### src/rtl/gumnut_pkg.sv
// Shared widths, types and the stack-operation decode used by the PC stack slice.
package gumnut_pkg;

  localparam int unsigned ADDR_W      = 12;
  localparam int unsigned STACK_DEPTH = 8;
  localparam int unsigned CNT_W       = $clog2(STACK_DEPTH + 1);
  localparam int unsigned IDX_W       = $clog2(STACK_DEPTH);

  typedef logic [ADDR_W-1:0] addr_t;
  typedef logic [CNT_W-1:0]  cnt_t;
  typedef logic [IDX_W-1:0]  idx_t;

  typedef enum logic [1:0] {
    OpIdle,
    OpPush,
    OpPop,
    OpReplace
  } stack_op_e;

  // A push together with a pop collapses into a single top-of-stack replace.
  function automatic stack_op_e decode_op(logic en, logic push, logic pop);
    if (!en)              return OpIdle;
    else if (push && pop) return OpReplace;
    else if (push)        return OpPush;
    else if (pop)         return OpPop;
    else                  return OpIdle;
  endfunction

endpackage

### src/rtl/pc_stack_if.sv
// Fetch-side bundle between the next-PC stage and the PC/return-stack block.
interface pc_stack_if;
  import gumnut_pkg::*;

  logic  en_i;
  addr_t Npc_i;
  logic  push_i;
  logic  int_i;
  logic  pop_i;
  addr_t PC_o;
  addr_t stackaddr_o;
  logic  full_o;
  logic  empty_o;
  logic  overflow_o;
  logic  underflow_o;

  modport master (
    output en_i, Npc_i, push_i, int_i, pop_i,
    input  PC_o, stackaddr_o, full_o, empty_o, overflow_o, underflow_o
  );

  modport slave (
    input  en_i, Npc_i, push_i, int_i, pop_i,
    output PC_o, stackaddr_o, full_o, empty_o, overflow_o, underflow_o
  );

endinterface

### src/rtl/pc_lifo.sv
// 8-entry return-address LIFO with count, full/empty status and sticky error flags.
module pc_lifo
  import gumnut_pkg::*;
(
  input  logic  clk_i,
  input  logic  rst_n_i,
  input  logic  en_i,
  input  logic  push_i,
  input  logic  pop_i,
  input  addr_t push_data_i,
  output addr_t top_o,
  output logic  full_o,
  output logic  empty_o,
  output logic  overflow_o,
  output logic  underflow_o
);

  addr_t     mem_q [STACK_DEPTH];
  cnt_t      count_q, count_d;
  logic      ov_q, ov_d;
  logic      un_q, un_d;
  logic      wr_en;
  idx_t      wr_idx;
  idx_t      top_idx;
  stack_op_e op;

  assign op      = decode_op(en_i, push_i, pop_i);
  assign top_idx = IDX_W'(count_q - CNT_W'(1));
  assign full_o  = (count_q == CNT_W'(STACK_DEPTH));
  assign empty_o = (count_q == '0);

  always_comb begin
    count_d = count_q;
    ov_d    = ov_q;
    un_d    = un_q;
    wr_en   = 1'b0;
    wr_idx  = IDX_W'(count_q);
    unique case (op)
      OpPush: begin
        if (full_o) begin
          ov_d = 1'b1;
        end else begin
          wr_en   = 1'b1;
          count_d = count_q + CNT_W'(1);
        end
      end
      OpPop: begin
        if (empty_o) un_d = 1'b1;
        else         count_d = count_q - CNT_W'(1);
      end
      OpReplace: begin
        wr_en = 1'b1;
        if (empty_o) begin
          // Nothing to pop: behaves as a plain push but still records the underflow.
          count_d = CNT_W'(1);
          un_d    = 1'b1;
        end else begin
          wr_idx = top_idx;
        end
      end
      OpIdle: ;
      default: ;
    endcase
  end

  always_ff @(posedge clk_i) begin
    if (!rst_n_i) begin
      count_q <= '0;
      ov_q    <= 1'b0;
      un_q    <= 1'b0;
    end else begin
      count_q <= count_d;
      ov_q    <= ov_d;
      un_q    <= un_d;
    end
  end

  // Storage is never reset; entries above the count are simply stale.
  always_ff @(posedge clk_i) begin
    if (rst_n_i && wr_en) mem_q[wr_idx] <= push_data_i;
  end

  assign top_o       = empty_o ? '0 : mem_q[top_idx];
  assign overflow_o  = ov_q;
  assign underflow_o = un_q;

endmodule

### src/rtl/pc_stack.sv
// Program counter register plus return-address stack feeding the next-PC stage.
module pc_stack
  import gumnut_pkg::*;
(
  input  logic clk_i,
  input  logic rst_n_i,
  pc_stack_if.slave bus
);

  addr_t pc_q, pc_d;
  addr_t push_val;
  logic  push_req;

  // Interrupt entry wins over JSB: resume address is the incoming next PC.
  assign push_req = bus.push_i | bus.int_i;
  assign push_val = bus.int_i ? bus.Npc_i : pc_q + ADDR_W'(1);

  always_comb begin
    pc_d = pc_q;
    if (bus.en_i) pc_d = bus.Npc_i;
  end

  always_ff @(posedge clk_i) begin
    if (!rst_n_i) pc_q <= '0;
    else          pc_q <= pc_d;
  end

  pc_lifo u_lifo (
    .clk_i       (clk_i),
    .rst_n_i     (rst_n_i),
    .en_i        (bus.en_i),
    .push_i      (push_req),
    .pop_i       (bus.pop_i),
    .push_data_i (push_val),
    .top_o       (bus.stackaddr_o),
    .full_o      (bus.full_o),
    .empty_o     (bus.empty_o),
    .overflow_o  (bus.overflow_o),
    .underflow_o (bus.underflow_o)
  );

  assign bus.PC_o = pc_q;

endmodule

### src/flat_wrapper.sv
// flat-port wrapper written by rule: the top's interface ports become plain ports
module pc_stack_flat import gumnut_pkg::*;
  (clk_i, rst_n_i, bus_en_i, bus_Npc_i, bus_push_i, bus_int_i, bus_pop_i, bus_PC_o, bus_stackaddr_o, bus_full_o, bus_empty_o, bus_overflow_o, bus_underflow_o);
  pc_stack_if bus_i ();
  input  logic clk_i;
  input  logic rst_n_i;
  input wire logic [$bits(bus_i.en_i)-1:0] bus_en_i;
  input wire logic [$bits(bus_i.Npc_i)-1:0] bus_Npc_i;
  input wire logic [$bits(bus_i.push_i)-1:0] bus_push_i;
  input wire logic [$bits(bus_i.int_i)-1:0] bus_int_i;
  input wire logic [$bits(bus_i.pop_i)-1:0] bus_pop_i;
  output wire logic [$bits(bus_i.PC_o)-1:0] bus_PC_o;
  output wire logic [$bits(bus_i.stackaddr_o)-1:0] bus_stackaddr_o;
  output wire logic [$bits(bus_i.full_o)-1:0] bus_full_o;
  output wire logic [$bits(bus_i.empty_o)-1:0] bus_empty_o;
  output wire logic [$bits(bus_i.overflow_o)-1:0] bus_overflow_o;
  output wire logic [$bits(bus_i.underflow_o)-1:0] bus_underflow_o;
  assign bus_i.en_i = bus_en_i;
  assign bus_i.Npc_i = bus_Npc_i;
  assign bus_i.push_i = bus_push_i;
  assign bus_i.int_i = bus_int_i;
  assign bus_i.pop_i = bus_pop_i;
  assign bus_PC_o = bus_i.PC_o;
  assign bus_stackaddr_o = bus_i.stackaddr_o;
  assign bus_full_o = bus_i.full_o;
  assign bus_empty_o = bus_i.empty_o;
  assign bus_overflow_o = bus_i.overflow_o;
  assign bus_underflow_o = bus_i.underflow_o;
  pc_stack u_core (.clk_i(clk_i), .rst_n_i(rst_n_i), .bus(bus_i));
endmodule
### config.mk
export PLATFORM = sky130hd
export DESIGN_NAME = pc_stack_flat
export DESIGN_NICKNAME = d
export VERILOG_FILES = /design/src/rtl/gumnut_pkg.sv /design/src/rtl/pc_stack_if.sv /design/src/rtl/pc_lifo.sv /design/src/rtl/pc_stack.sv /design/src/flat_wrapper.sv
export SDC_FILE = /design/constraint.sdc
export NUM_CORES = 1
export LEC_CHECK = 0
export ABC_AREA = 1
export BUFFER_PORTS_ARGS = -buffer_cell sky130_fd_sc_hd__clkbuf_2
export CAP_MARGIN = 20
export CORE_MARGIN = 5
export CORE_UTILIZATION = 50
export CTS_BUF_LIST = sky130_fd_sc_hd__clkbuf_8
export DETAILED_ROUTE_END_ITERATION = 6
export GPL_ROUTABILITY_DRIVEN = 0
export PLACE_DENSITY_LB_ADDON = 0.1
export SLEW_MARGIN = 15
export SYNTH_ARGS = -nofsm -noshare
export SYNTH_HDL_FRONTEND = slang
export SYNTH_SLANG_ARGS = --single-unit
export TNS_END_PERCENT = 1
### constraint.sdc
create_clock -name clk_i -period 2.5 [get_ports clk_i]
set_input_delay 0.125 -clock clk_i [delete_from_list [all_inputs] [get_ports clk_i]]
set_output_delay 0.125 -clock clk_i [all_outputs]
set_load 0.01 [all_outputs]
==> run summary, run 1 <==
outcome: finished clean
most frequent cells in the layout: nor2_1, edfxtp_1, o21ai_0
Tightest Pin Transition: 0.549 ns
DRT iter0 DRCs: 279
Mapped Area: 5070 sq um
Setup WS pre-CTS: 0.437 ns
Seq cells post-synth: 114
Synth Net Count: 525
r2r endpoint: u_core.u_lifo.mem_q[5][10]$_DFFE_PP_
final worst slack: 0.170 ns
H-tree depth: 4
reg2reg path depth: 8
crit path kind: reg2out
P_leak: 2.31 nW
vias: 3918
largest net degree at the start of global routing: 54
Clock transition at path regs: 0.08 ns
Num Clock Sinks: 114
maximum clock rate: 429 MHz
Fin. Hold Viols: 0
main combinational cell family by area after synthesis: simple AND/OR/NAND/NOR gates
Startpoint Class: flop
commonest non-fill, non-tap cell in the layout: nor2_1
DR WL/cell: 17.4 um
die height: 111 um
grt total ovfl: 0
Compound-Gate Fraction of Synth Area: 0.131
initial antenna violation count: 0
Synth Area per Inst: 10.1 sq um
Tcrit/Tclk final: 0.932
crit end category: output port
Cell Pwr Density: 811 nW/um^2
reg2reg start: u_core.u_lifo.count_q[1]$_SDFFE_PN0P_
Placed Cells: 681
Starting Density: 0.517
share of layout cells above drive strength 1: 0.208
via-per-instance ratio: 5.44
Post-Synth Adder-Cell Area: 0.00740
Post-Syn Instances: 504
Seq/Total Area, Yosys: 0.639
global-route wire length before repair: 19.8 mm
I/O Buffers: 45
slowest stage delay, CP: 0.40 ns
nets: 596
maximum VDD drop: 0.445 mV
I/O pins: 46
Max-slew headroom: 0.634
Synth cell types: 34
CTS Buf Count: 17
post-DP HPWL: 8.09 mm
Routed Antenna Nets: 0
Hold EP: u_core.bus.PC_o[11]$_SDFFE_PN0P_
Slew Limit Fails: 0
WHS Path Cells: 3
Synth Area in Simple Gates: 0.171
Die ar.: 12300 sq um
Power, Total: 0.00486 W
Clock Tree Root: clkbuf_8
CP bufs+invs: 3
post-layout minimum cycle time: 2.33 ns
Reg2Reg Setup Slack: 0.25 ns
CTS tree: yes
crit path cell chain: inv_2 -> ha_4 -> buf_12 -> o21ai_0 -> o21ai_0 -> o21ai_0 -> nor2_1 -> clkbuf_2
area of the core: 9820 sq um
Skew-Pair Late Insertion Delay: 0.42 ns
Die X: 111 um
max-cap violation count: 0
setup TNS: 0 ns
final wirelength: 12.5 mm
DRC viols: 0
Worst EP required: 2.38 ns
Hold Path Class: in2reg
Layout Area Growth over Synthesis: 18.1%
Crit path max-delay family: buffers and inverters
non-filler cells, final: 720
hold_ws: 0.0188 ns
crit-path max FO: 18
clock skew: 0.0141 ns
XOR/XNOR Fraction of Synth Area: 0.00518
synthesis warning total: 0
CTS Buffer Depth: 2
Pre-antenna DRT Iters: 5
mux cell area share after synthesis: 0
row count: 36
gr usage total: 0.206
CP Data Arrival Time: 2.20 ns
vias in the first global route: 3763
Antenna diodes: 0
hold path start: bus_Npc_i[11]
Crit path top cell by count: o21ai_0
Final setup viols: 0
RSZ-0062 raised after global routing: false
slowest stage cell, crit path: dfxtp_1
[kinds of logic after synthesis]
| logic type | after synthesis |
|---|---|
| and+or+nand+nor | 205 |
| DFF | 114 |
| adders and majority gates | 3 |
| AOI/OAI and AO/OA | 125 |
| xor gates and xnor gates | 3 |
| buffers and inverters | 54 |
[flip-flops by register name, summed over array words and instances (netlist names)]
name and cells:
u_core.u_lifo.mem_q 96, u_core.bus.PC_o 12, u_core.u_lifo.count_q 4, u_core.u_lifo.overflow_o 1
u_core.u_lifo.underflow_o 1
[layout make-up]
| cell class | count | area [sq um] |
|---|---|---|
| inverter | 28 | 109 |
| tap | 133 | 166 |
| sequential | 114 | 3240 |
| clock inverter | 14 | 110 |
| fill | 880 | 3830 |
| clock buffer | 17 | 234 |
| timing repair buffer | 78 | 515 |
| multi-input combinational | 336 | 1610 |
[cells in the mapped netlist]
| master | count | area share |
|---|---|---|
| nor2_1 | 116 | 0.086 |
| edfxtp_1 | 96 | 0.57 |
| o21ai_0 | 88 | 0.087 |
| nand2_1 | 59 | 0.044 |
| inv_1 | 23 | 0.017 |
| dfxtp_1 | 18 | 0.071 |
| buf_2 | 13 | 0.013 |
| nand3_1 | 13 | 0.013 |
| a21oi_1 | 12 | 0.012 |
| o22ai_1 | 12 | 0.015 |
| clkbuf_1 | 9 | 0.0067 |
| o21ai_1 | 8 | 0.0079 |
| nand4_1 | 5 | 0.0062 |
| inv_2 | 4 | 0.0030 |
| ha_1 | 3 | 0.0074 |
| nor3_1 | 3 | 0.0030 |
| nand2_2 | 2 | 0.0025 |
| nand2_4 | 2 | 0.0044 |
| nor2_8 | 2 | 0.0079 |
| xnor2_1 | 2 | 0.0035 |
| a31oi_1 | 1 | 0.0012 |
| buf_1 | 1 | 0.00074 |
| buf_4 | 1 | 0.0015 |
| buf_6 | 1 | 0.0022 |
| clkbuf_2 | 1 | 0.00099 |
| clkinv_1 | 1 | 0.00074 |
| nand3_2 | 1 | 0.0020 |
| nor2_2 | 1 | 0.0012 |
| nor3_2 | 1 | 0.0020 |
| o21a_1 | 1 | 0.0015 |
| o21ai_4 | 1 | 0.0032 |
| o21bai_1 | 1 | 0.0015 |
| o22ai_2 | 1 | 0.0025 |
| xor2_1 | 1 | 0.0017 |
[tightest hold or removal path, stage by stage]
cell and delay (ns):
clkbuf_2 0.09, o21ai_0 0.08, a21oi_1 0.10
[how the worst max path moves through the flow]
stage	start	endpoint	slack (ns)	cells after the start
6_report	u_core.u_lifo.count_q[1]$_SDFFE_PN0P_	bus_stackaddr_o[6]	0.17	8
5_1_grt	u_core.u_lifo.count_q[1]$_SDFFE_PN0P_	bus_stackaddr_o[6]	0.02	8
4_1_cts	u_core.u_lifo.count_q[1]$_SDFFE_PN0P_	bus_stackaddr_o[6]	0.03	8
3_5_place_dp	u_core.u_lifo.count_q[1]$_SDFFE_PN0P_	u_core.u_lifo.mem_q[2][5]$_DFFE_PP_	0.44	8
3_3_place_gp	u_core.u_lifo.count_q[1]$_SDFFE_PN0P_	bus_stackaddr_o[6]	0.48	8
2_1_floorplan	u_core.u_lifo.count_q[0]$_SDFFE_PN0P_	u_core.u_lifo.mem_q[4][0]$_DFFE_PP_	0.09	9
[per-stage QoR]
| stage | util | area (sq um) |
|---|---|---|
| 6_report | 0.610 | 5990 |
| 2_1_floorplan | - | 5070 |
| 5_1_grt | 0.610 | 5990 |
| 3_5_place_dp | 0.563 | 5530 |
| 3_3_place_gp | 0.563 | 5530 |
| 4_1_cts | 0.605 | 5940 |
[power by group]
| group | switching, W | leakage (nW) | total (W) | internal (W) |
|---|---|---|---|---|
| logic | 0.000766 | 1.12 | 0.00119 | 0.000428 |
| clock network | 0.000796 | 0.170 | 0.00149 | 0.000690 |
| registers | 0.0000387 | 1.02 | 0.00218 | 0.00214 |
| total | 0.00160 | 2.31 | 0.00486 | 0.00326 |
[metal layers]
metal	vias to the layer above	share of wire	wire length, um	GRT usage
met4	0	0.012	148	0.0616
met3	15	0.066	831	0.0508
li1	1888	-	-	-
met5	-	0	0	0
met2	139	0.48	6000	0.333
met1	1876	0.44	5520	0.276
[repair_timing]
| item | in CTS | in global routing |
|---|---|---|
| hold buffers | 5 | 0 |
| setup endpoints to repair | 1 | 7 |
| setup buffers | 0 | 2 |
| pin swaps | 0 | 1 |
| hold endpoints to repair | 5 | 0 |
| gates resized for setup | 4 | 3 |
| cloned | 0 | 1 |
(Power assumes the default switching activity.)
==> run 2, diff against run 1 <==
clock period = 2.3 ns   (was 2.5 ns; I/O delays follow)
==> run 2 against run 1 <==
Compared with the run above: register-to-register slack better by 0.08 ns; sequential power up 9%; clock-buffer cell count unchanged; utilization up 1.1 points; first-iteration DRC count down 13%; clock skew down 0.0013 ns; total power up 16%; final cell count up 0.69%; wire length up 1.9%; sequential share of layout area down 0.97 points; via count up 1.1%.
==> run summary, run 2 (synthesis results as in run 1) <==
maximum clock rate: 461 MHz
fin area: 6100 sq um (was 5990 sq um)
r2r endpoint: u_core.u_lifo.mem_q[3][5]$_DFFE_PP_ (was u_core.u_lifo.mem_q[5][10]$_DFFE_PP_)
Routed Antenna Nets: 0 (unchanged)
P_int: 0.00395 W (was 0.00326 W)
I/O pins: 46 (unchanged)
reg2reg path depth: 7 (was 8)
clock power share: 0.355 (was 0.306)
sw frac: 0.302 (was 0.329)
Final setup viols: 0 (unchanged)
initial antenna violation count: 0 (unchanged)
CTS Buf Count: 17 (unchanged)
Hold EP: u_core.bus.PC_o[7]$_SDFFE_PN0P_ (was u_core.bus.PC_o[11]$_SDFFE_PN0P_)
setup TNS: 0 ns (unchanged)
hold_ws: 0.0342 ns (was 0.0188 ns)
commonest non-fill, non-tap cell in the layout: nor2_1 (unchanged)
area of the core: 9820 sq um (unchanged)
gr usage total: 0.216 (was 0.206)
grt total ovfl: 0 (unchanged)
Net Sw Power: 0.00171 W (was 0.00160 W)
Clock transition at path regs: 0.07 ns (was 0.08 ns)
slowest stage cell, crit path: buf_4 (was dfxtp_1)
I/O Buffers: 45 (unchanged)
clock skew: 0.0128 ns (was 0.0141 ns)
Fin. Hold Viols: 0 (unchanged)
crit end category: output port (unchanged)
Cell Pwr Density: 928 nW/um^2 (was 811 nW/um^2)
largest net degree at the start of global routing: 54 (unchanged)
Die X: 111 um (unchanged)
RSZ-0062 raised after global routing: false (unchanged)
DRT iter0 DRCs: 244 (was 279)
final wirelength: 12.7 mm (was 12.5 mm)
WHS Path Cells: 3 (unchanged)
vias: 3963 (was 3918)
maximum VDD drop: 0.445 mV (about the same)
Num Clock Sinks: 114 (unchanged)
share of layout cells above drive strength 1: 0.201 (was 0.208)
most frequent cells in the layout: nor2_1, edfxtp_1, o21ai_0 (unchanged)
Top reg by flops: u_core.u_lifo.mem_q (unchanged)
CTS Buffer Depth: 2 (unchanged)
crit-path max FO: 53 (was 18)
CP bufs+invs: 3 (unchanged)
max-cap violation count: 0 (unchanged)
Tcrit/Tclk final: 0.943
Tightest Pin Transition: 1.01 ns (was 0.549 ns)
via-per-instance ratio: 5.47 (was 5.44)
share of total power in sequential cells: 0.419 (was 0.449)
Pre-antenna DRT Iters: 5 (unchanged)
Layout Area Growth over Synthesis: 20.2% (was 18.1%)
nets: 600 (was 596)
Die ar.: 12300 sq um (unchanged)
reg2reg start: u_core.u_lifo.count_q[0]$_SDFFE_PN0P_ (was u_core.u_lifo.count_q[1]$_SDFFE_PN0P_)
slowest stage delay, CP: 0.45 ns (was 0.40 ns)
CTS tree: yes (unchanged)
Crit path max-delay family: buffers and inverters (unchanged)
hold path start: bus_Npc_i[7] (was bus_Npc_i[11])
Clock Tree Root: clkbuf_8 (unchanged)
Antenna diodes: 0 (unchanged)
Starting Density: 0.517 (unchanged)
CP startpoint: u_core.u_lifo.count_q[0]$_SDFFE_PN0P_ (was u_core.u_lifo.count_q[1]$_SDFFE_PN0P_)
row count: 36 (unchanged)
Max-slew headroom: 0.317 (was 0.634)
Hold Path Class: in2reg (unchanged)
DR WL/cell: 17.6 um (was 17.4 um)
die height: 111 um (unchanged)
outcome: finished clean (unchanged)
Worst EP required: 2.18 ns (was 2.38 ns)
DP Area: 5530 sq um (unchanged)
crit path kind: reg2out (unchanged)
crit path cell chain: inv_2 -> buf_4 -> o21ai_0 -> o22ai_1 -> nor2_1 -> nor2_2 -> clkbuf_2 (was inv_2 -> ha_4 -> buf_12 -> o21ai_0 -> o21ai_0 -> o21ai_0 -> nor2_1 -> clkbuf_2)
DRC viols: 0 (unchanged)
global-route wire length before repair: 21.0 mm (was 19.8 mm)
post-layout minimum cycle time: 2.17 ns
CP Data Arrival Time: 2.05 ns (was 2.20 ns)
Startpoint Class: flop (unchanged)
combinational share of power: 0.226 (was 0.246)
H-tree depth: 4 (unchanged)
Skew-Pair Late Insertion Delay: 0.42 ns (about the same)
Slew Limit Fails: 0 (unchanged)
P_leak: 2.37 nW (was 2.31 nW)
vias in the first global route: 4017 (was 3763)
Reg2Reg Setup Slack: 0.33 ns (was 0.25 ns)
post-DP HPWL: 8.17 mm (was 8.09 mm)
max FFs per register: 96 (unchanged)
fillers: 847 (was 880)
Power, Total: 0.00566 W (was 0.00486 W)
==> run 2: cell count changes in the layout (fill, tap and decap cells not counted), sizes merged <==
| cell | change |
|---|---|
| dlygate4sd3 | +6 |
| clkinv | -2 |
| buf | -1 |
| bufinv | +4 |
| inv | +2 |
| clkbuf | -1 |
| clkinvlp | -3 |
==> run 2: worst max path at each step <==
stage,endpoint,depth (start not counted),slack (ns)
3_3_place_gp,u_core.u_lifo.mem_q[3][4]$_DFFE_PP_,9,0.37
6_report,bus_stackaddr_o[6],7,0.13
5_1_grt,bus_stackaddr_o[0],7,0.0008
4_1_cts,bus_stackaddr_o[8],8,0.03
3_5_place_dp,u_core.u_lifo.mem_q[0][5]$_DFFE_PP_,8,0.22
2_1_floorplan,u_core.u_lifo.mem_q[4][0]$_DFFE_PP_,9,-0.11
==> run 2: through the flow <==
step | setup slack [ns] | utilization | std cells
6_report | 0.131 | 0.621 | 725
5_1_grt | 0.000790 | 0.621 | 725
4_1_cts | 0.0312 | 0.621 | 725
3_5_place_dp | 0.216 | 0.563 | 681
3_3_place_gp | 0.369 | 0.563 | 681
2_1_floorplan | -0.112 | - | 504
==> run 2: area by class of cell <==
cell class	instances	area, sq um	area share
Sequential cell	114	3240	0.532
Clock buffer	17	234	0.0384
Inverter	28	105	0.0172
Multi-Input combinational cell	336	1610	0.265
Clock inverter	15	191	0.0314
Timing Repair Buffer	82	546	0.0894
Tap cell	133	166	0.0273
==> run 2: power by group through the flow <==
stage	sequential, W	combinational, W	clock [W]
after global routing	0.00238	0.00143	0.00214
after floorplan	0.00241	0.000771	0
after global placement	0.00241	0.00121	0
after CTS	0.00237	0.00128	0.00204
after detailed placement	0.00241	0.00122	0
final	0.00237	0.00128	0.00201
==> run 2: layer usage <==
metal / vias up / routed length [um] / global-route usage
met5: - / 0 / 0
met4: 0 / 144 / 0.0599
met3: 16 / 812 / 0.0573
met2: 145 / 6490 / 0.369
met1: 1909 / 5290 / 0.272
li1: 1893 / - / -
==> run 2: repair_timing <==
item,4_1_cts,5_1_grt
hold buffers,11,0
gates resized for setup,6,6
buffers inserted,1,0
pin swaps,1,0
cloned,0,0
endpoints found under the hold margin,11,0
endpoints found under the setup margin,12,12
==> run 2: worst min-delay path: stages <==
cell	delay, ns
clkbuf_2	0.09
o21ai_0	0.08
a21oi_1	0.12
==> run 3, diff against run 2 <==
CORE_ASPECT_RATIO = 0.75   (was not set)
==> run 3 against run 2 <==
Compared with the run above: sequential power barely moved; clock skew fell by 0.0037 ns; register-to-register slack improved by 0.04 ns; via count rose by 0.18%; hold slack got worse by 0.019 ns; clock power fell by 3%; clock-buffer cell count did not move; wire length fell by 0.82%; cell area rose by 0.72%; combinational power barely moved; utilization rose by 0.73 points; largest power group unchanged.
==> run summary, run 3 (synthesis results as in run 1) <==
Skew-Pair Late Insertion Delay: 0.42 ns (about the same)
Die X: 126 um (was 111 um)
Fin. Hold Viols: 0 (unchanged)
commonest non-fill, non-tap cell in the layout: nor2_1 (unchanged)
DRC viols: 0 (unchanged)
fillers: 811 (was 847)
clock power share: 0.346 (was 0.355)
grt total ovfl: 0 (unchanged)
Hold Path Class: in2reg (unchanged)
maximum clock rate: 462 MHz (was 461 MHz)
sw frac: 0.299 (was 0.302)
max FFs per register: 96 (unchanged)
combinational share of power: 0.232 (was 0.226)
largest net degree at the start of global routing: 54 (unchanged)
Cell Pwr Density: 915 nW/um^2 (was 928 nW/um^2)
RSZ-0062 raised after global routing: false (unchanged)
Placed Cells: 687 (was 681)
Layout Area Growth over Synthesis: 21.1% (was 20.2%)
non-filler cells, final: 730 (was 725)
Starting Density: 0.519 (was 0.517)
CP Data Arrival Time: 2.05 ns (about the same)
area of the core: 9770 sq um (was 9820 sq um)
crit-path max FO: 30 (was 53)
gr usage total: 0.208 (was 0.216)
vias: 3970 (was 3963)
crit end category: output port (unchanged)
Antenna diodes: 0 (unchanged)
Clock transition at path regs: 0.07 ns (about the same)
DR WL/cell: 17.3 um (was 17.6 um)
nets: 606 (was 600)
I/O Buffers: 45 (unchanged)
final wirelength: 12.6 mm (was 12.7 mm)
Routed Antenna Nets: 0 (unchanged)
Tightest Pin Transition: 0.835 ns (was 1.01 ns)
CTS tree: yes (unchanged)
vias in the first global route: 3662 (was 4017)
via-per-instance ratio: 5.44 (was 5.47)
H-tree depth: 4 (unchanged)
Pre-antenna DRT Iters: 5 (unchanged)
most frequent cells in the layout: nor2_1, edfxtp_1, o21ai_0 (unchanged)
CTS Buf Count: 17 (unchanged)
Top reg by flops: u_core.u_lifo.mem_q (unchanged)
global-route wire length before repair: 19.8 mm (was 21.0 mm)
Max-slew headroom: 0.437 (was 0.317)
Startpoint Class: flop (unchanged)
Power, Total: 0.00562 W (was 0.00566 W)
row count: 31 (was 36)
initial antenna violation count: 0 (unchanged)
CTS Buffer Depth: 2 (unchanged)
Slew Limit Fails: 0 (unchanged)
die height: 97.2 um (was 111 um)
outcome: finished clean (unchanged)
Clock Tree Root: clkbuf_8 (unchanged)
max-cap violation count: 0 (unchanged)
Num Clock Sinks: 114 (unchanged)
I/O pins: 46 (unchanged)
post-DP HPWL: 8.50 mm (was 8.17 mm)
Net Sw Power: 0.00168 W (was 0.00171 W)
post-layout minimum cycle time: 2.16 ns (was 2.17 ns)
P_leak: 2.41 nW (was 2.37 nW)
Worst EP required: 2.18 ns (about the same)
maximum VDD drop: 0.675 mV (was 0.445 mV)
Tcrit/Tclk final: 0.940 (was 0.943)
share of total power in sequential cells: 0.422 (was 0.419)
Die ar.: 12300 sq um (about the same)
share of layout cells above drive strength 1: 0.209 (was 0.201)
Final setup viols: 0 (unchanged)
P_int: 0.00394 W (was 0.00395 W)
DRT iter0 DRCs: 507 (was 244)
clock skew: 0.00909 ns (was 0.0128 ns)
crit path kind: reg2out (unchanged)
hold_ws: 0.0147 ns (was 0.0342 ns)
-- run 3: per-stage QoR --
step	setup slack [ns]	util	TNS, ns	instance area, sq um
after floorplan	-0.112	-	-9.54	5070
after global placement	0.307	0.572	0	5590
after detailed placement	0.249	0.572	0	5590
after CTS	-0.00437	0.627	-0.00437	6130
after global routing	0.00946	0.629	0	6140
final	0.137	0.629	0	6140
-- run 3: per-layer routing --
metal | part of all wire | wire, um | vias up | GRT usage
li1 | - | - | 1909 | -
met4 | 0.0064 | 81 | 0 | 0.0437
met3 | 0.076 | 956 | 15 | 0.0571
met1 | 0.45 | 5670 | 1879 | 0.295
met5 | 0 | 0 | - | 0
met2 | 0.47 | 5920 | 167 | 0.323
-- run 3: worst paths after layout --
path / startpoint / endpoint / slack (ns) / cells past startpoint
setup reg to reg: u_core.u_lifo.count_q[2]$_SDFFE_PN0P_ / u_core.u_lifo.mem_q[2][11]$_DFFE_PP_ / 0.37 / 7
setup / recovery: u_core.u_lifo.count_q[1]$_SDFFE_PN0P_ / bus_stackaddr_o[11] / 0.14 / 9
hold / removal: bus_Npc_i[4] / u_core.bus.PC_o[4]$_SDFFE_PN0P_ / 0.01 / 3
hold reg to reg: u_core.u_lifo.overflow_o$_SDFFE_PN0P_ / u_core.u_lifo.overflow_o$_SDFFE_PN0P_ / 0.46 / 2
-- run 3: layout make-up --
type	instances	area, sq um	area share
flip-flops and latches	114	3250	0.529
clock inverters	15	175	0.0285
repair buffers	88	596	0.0969
clock buffers	17	234	0.0381
multi-input cells	336	1620	0.263
inverters	28	108	0.0175
well taps	132	165	0.0269
-- run 3: power by group through the flow --
stage / clock [W] / combinational (W) / sequential, W
6_report: 0.00195 / 0.00130 / 0.00237
3_5_place_dp: 0 / 0.00126 / 0.00241
2_1_floorplan: 0 / 0.000771 / 0.00241
4_1_cts: 0.00196 / 0.00130 / 0.00237
3_3_place_gp: 0 / 0.00126 / 0.00241
5_1_grt: 0.00207 / 0.00145 / 0.00238
-- run 3: critical path: stages (launching register included) --
cell      delay, ns
dfxtp_4        0.36
inv_4          0.08
ha_4           0.21
buf_12         0.16
nor2_1         0.10
o21ai_0        0.13
o21ai_1        0.14
o21ai_0        0.09
nor2_1         0.17
clkbuf_2       0.16
-- run 3: what timing repair did --
action | in CTS | in global routing
endpoints found under the setup margin | 12 | 12
resized for setup | 5 | 10
buffers inserted | 0 | 0
pin swaps | 0 | 1
hold endpoints to repair | 11 | 0
hold buffers | 11 | 0
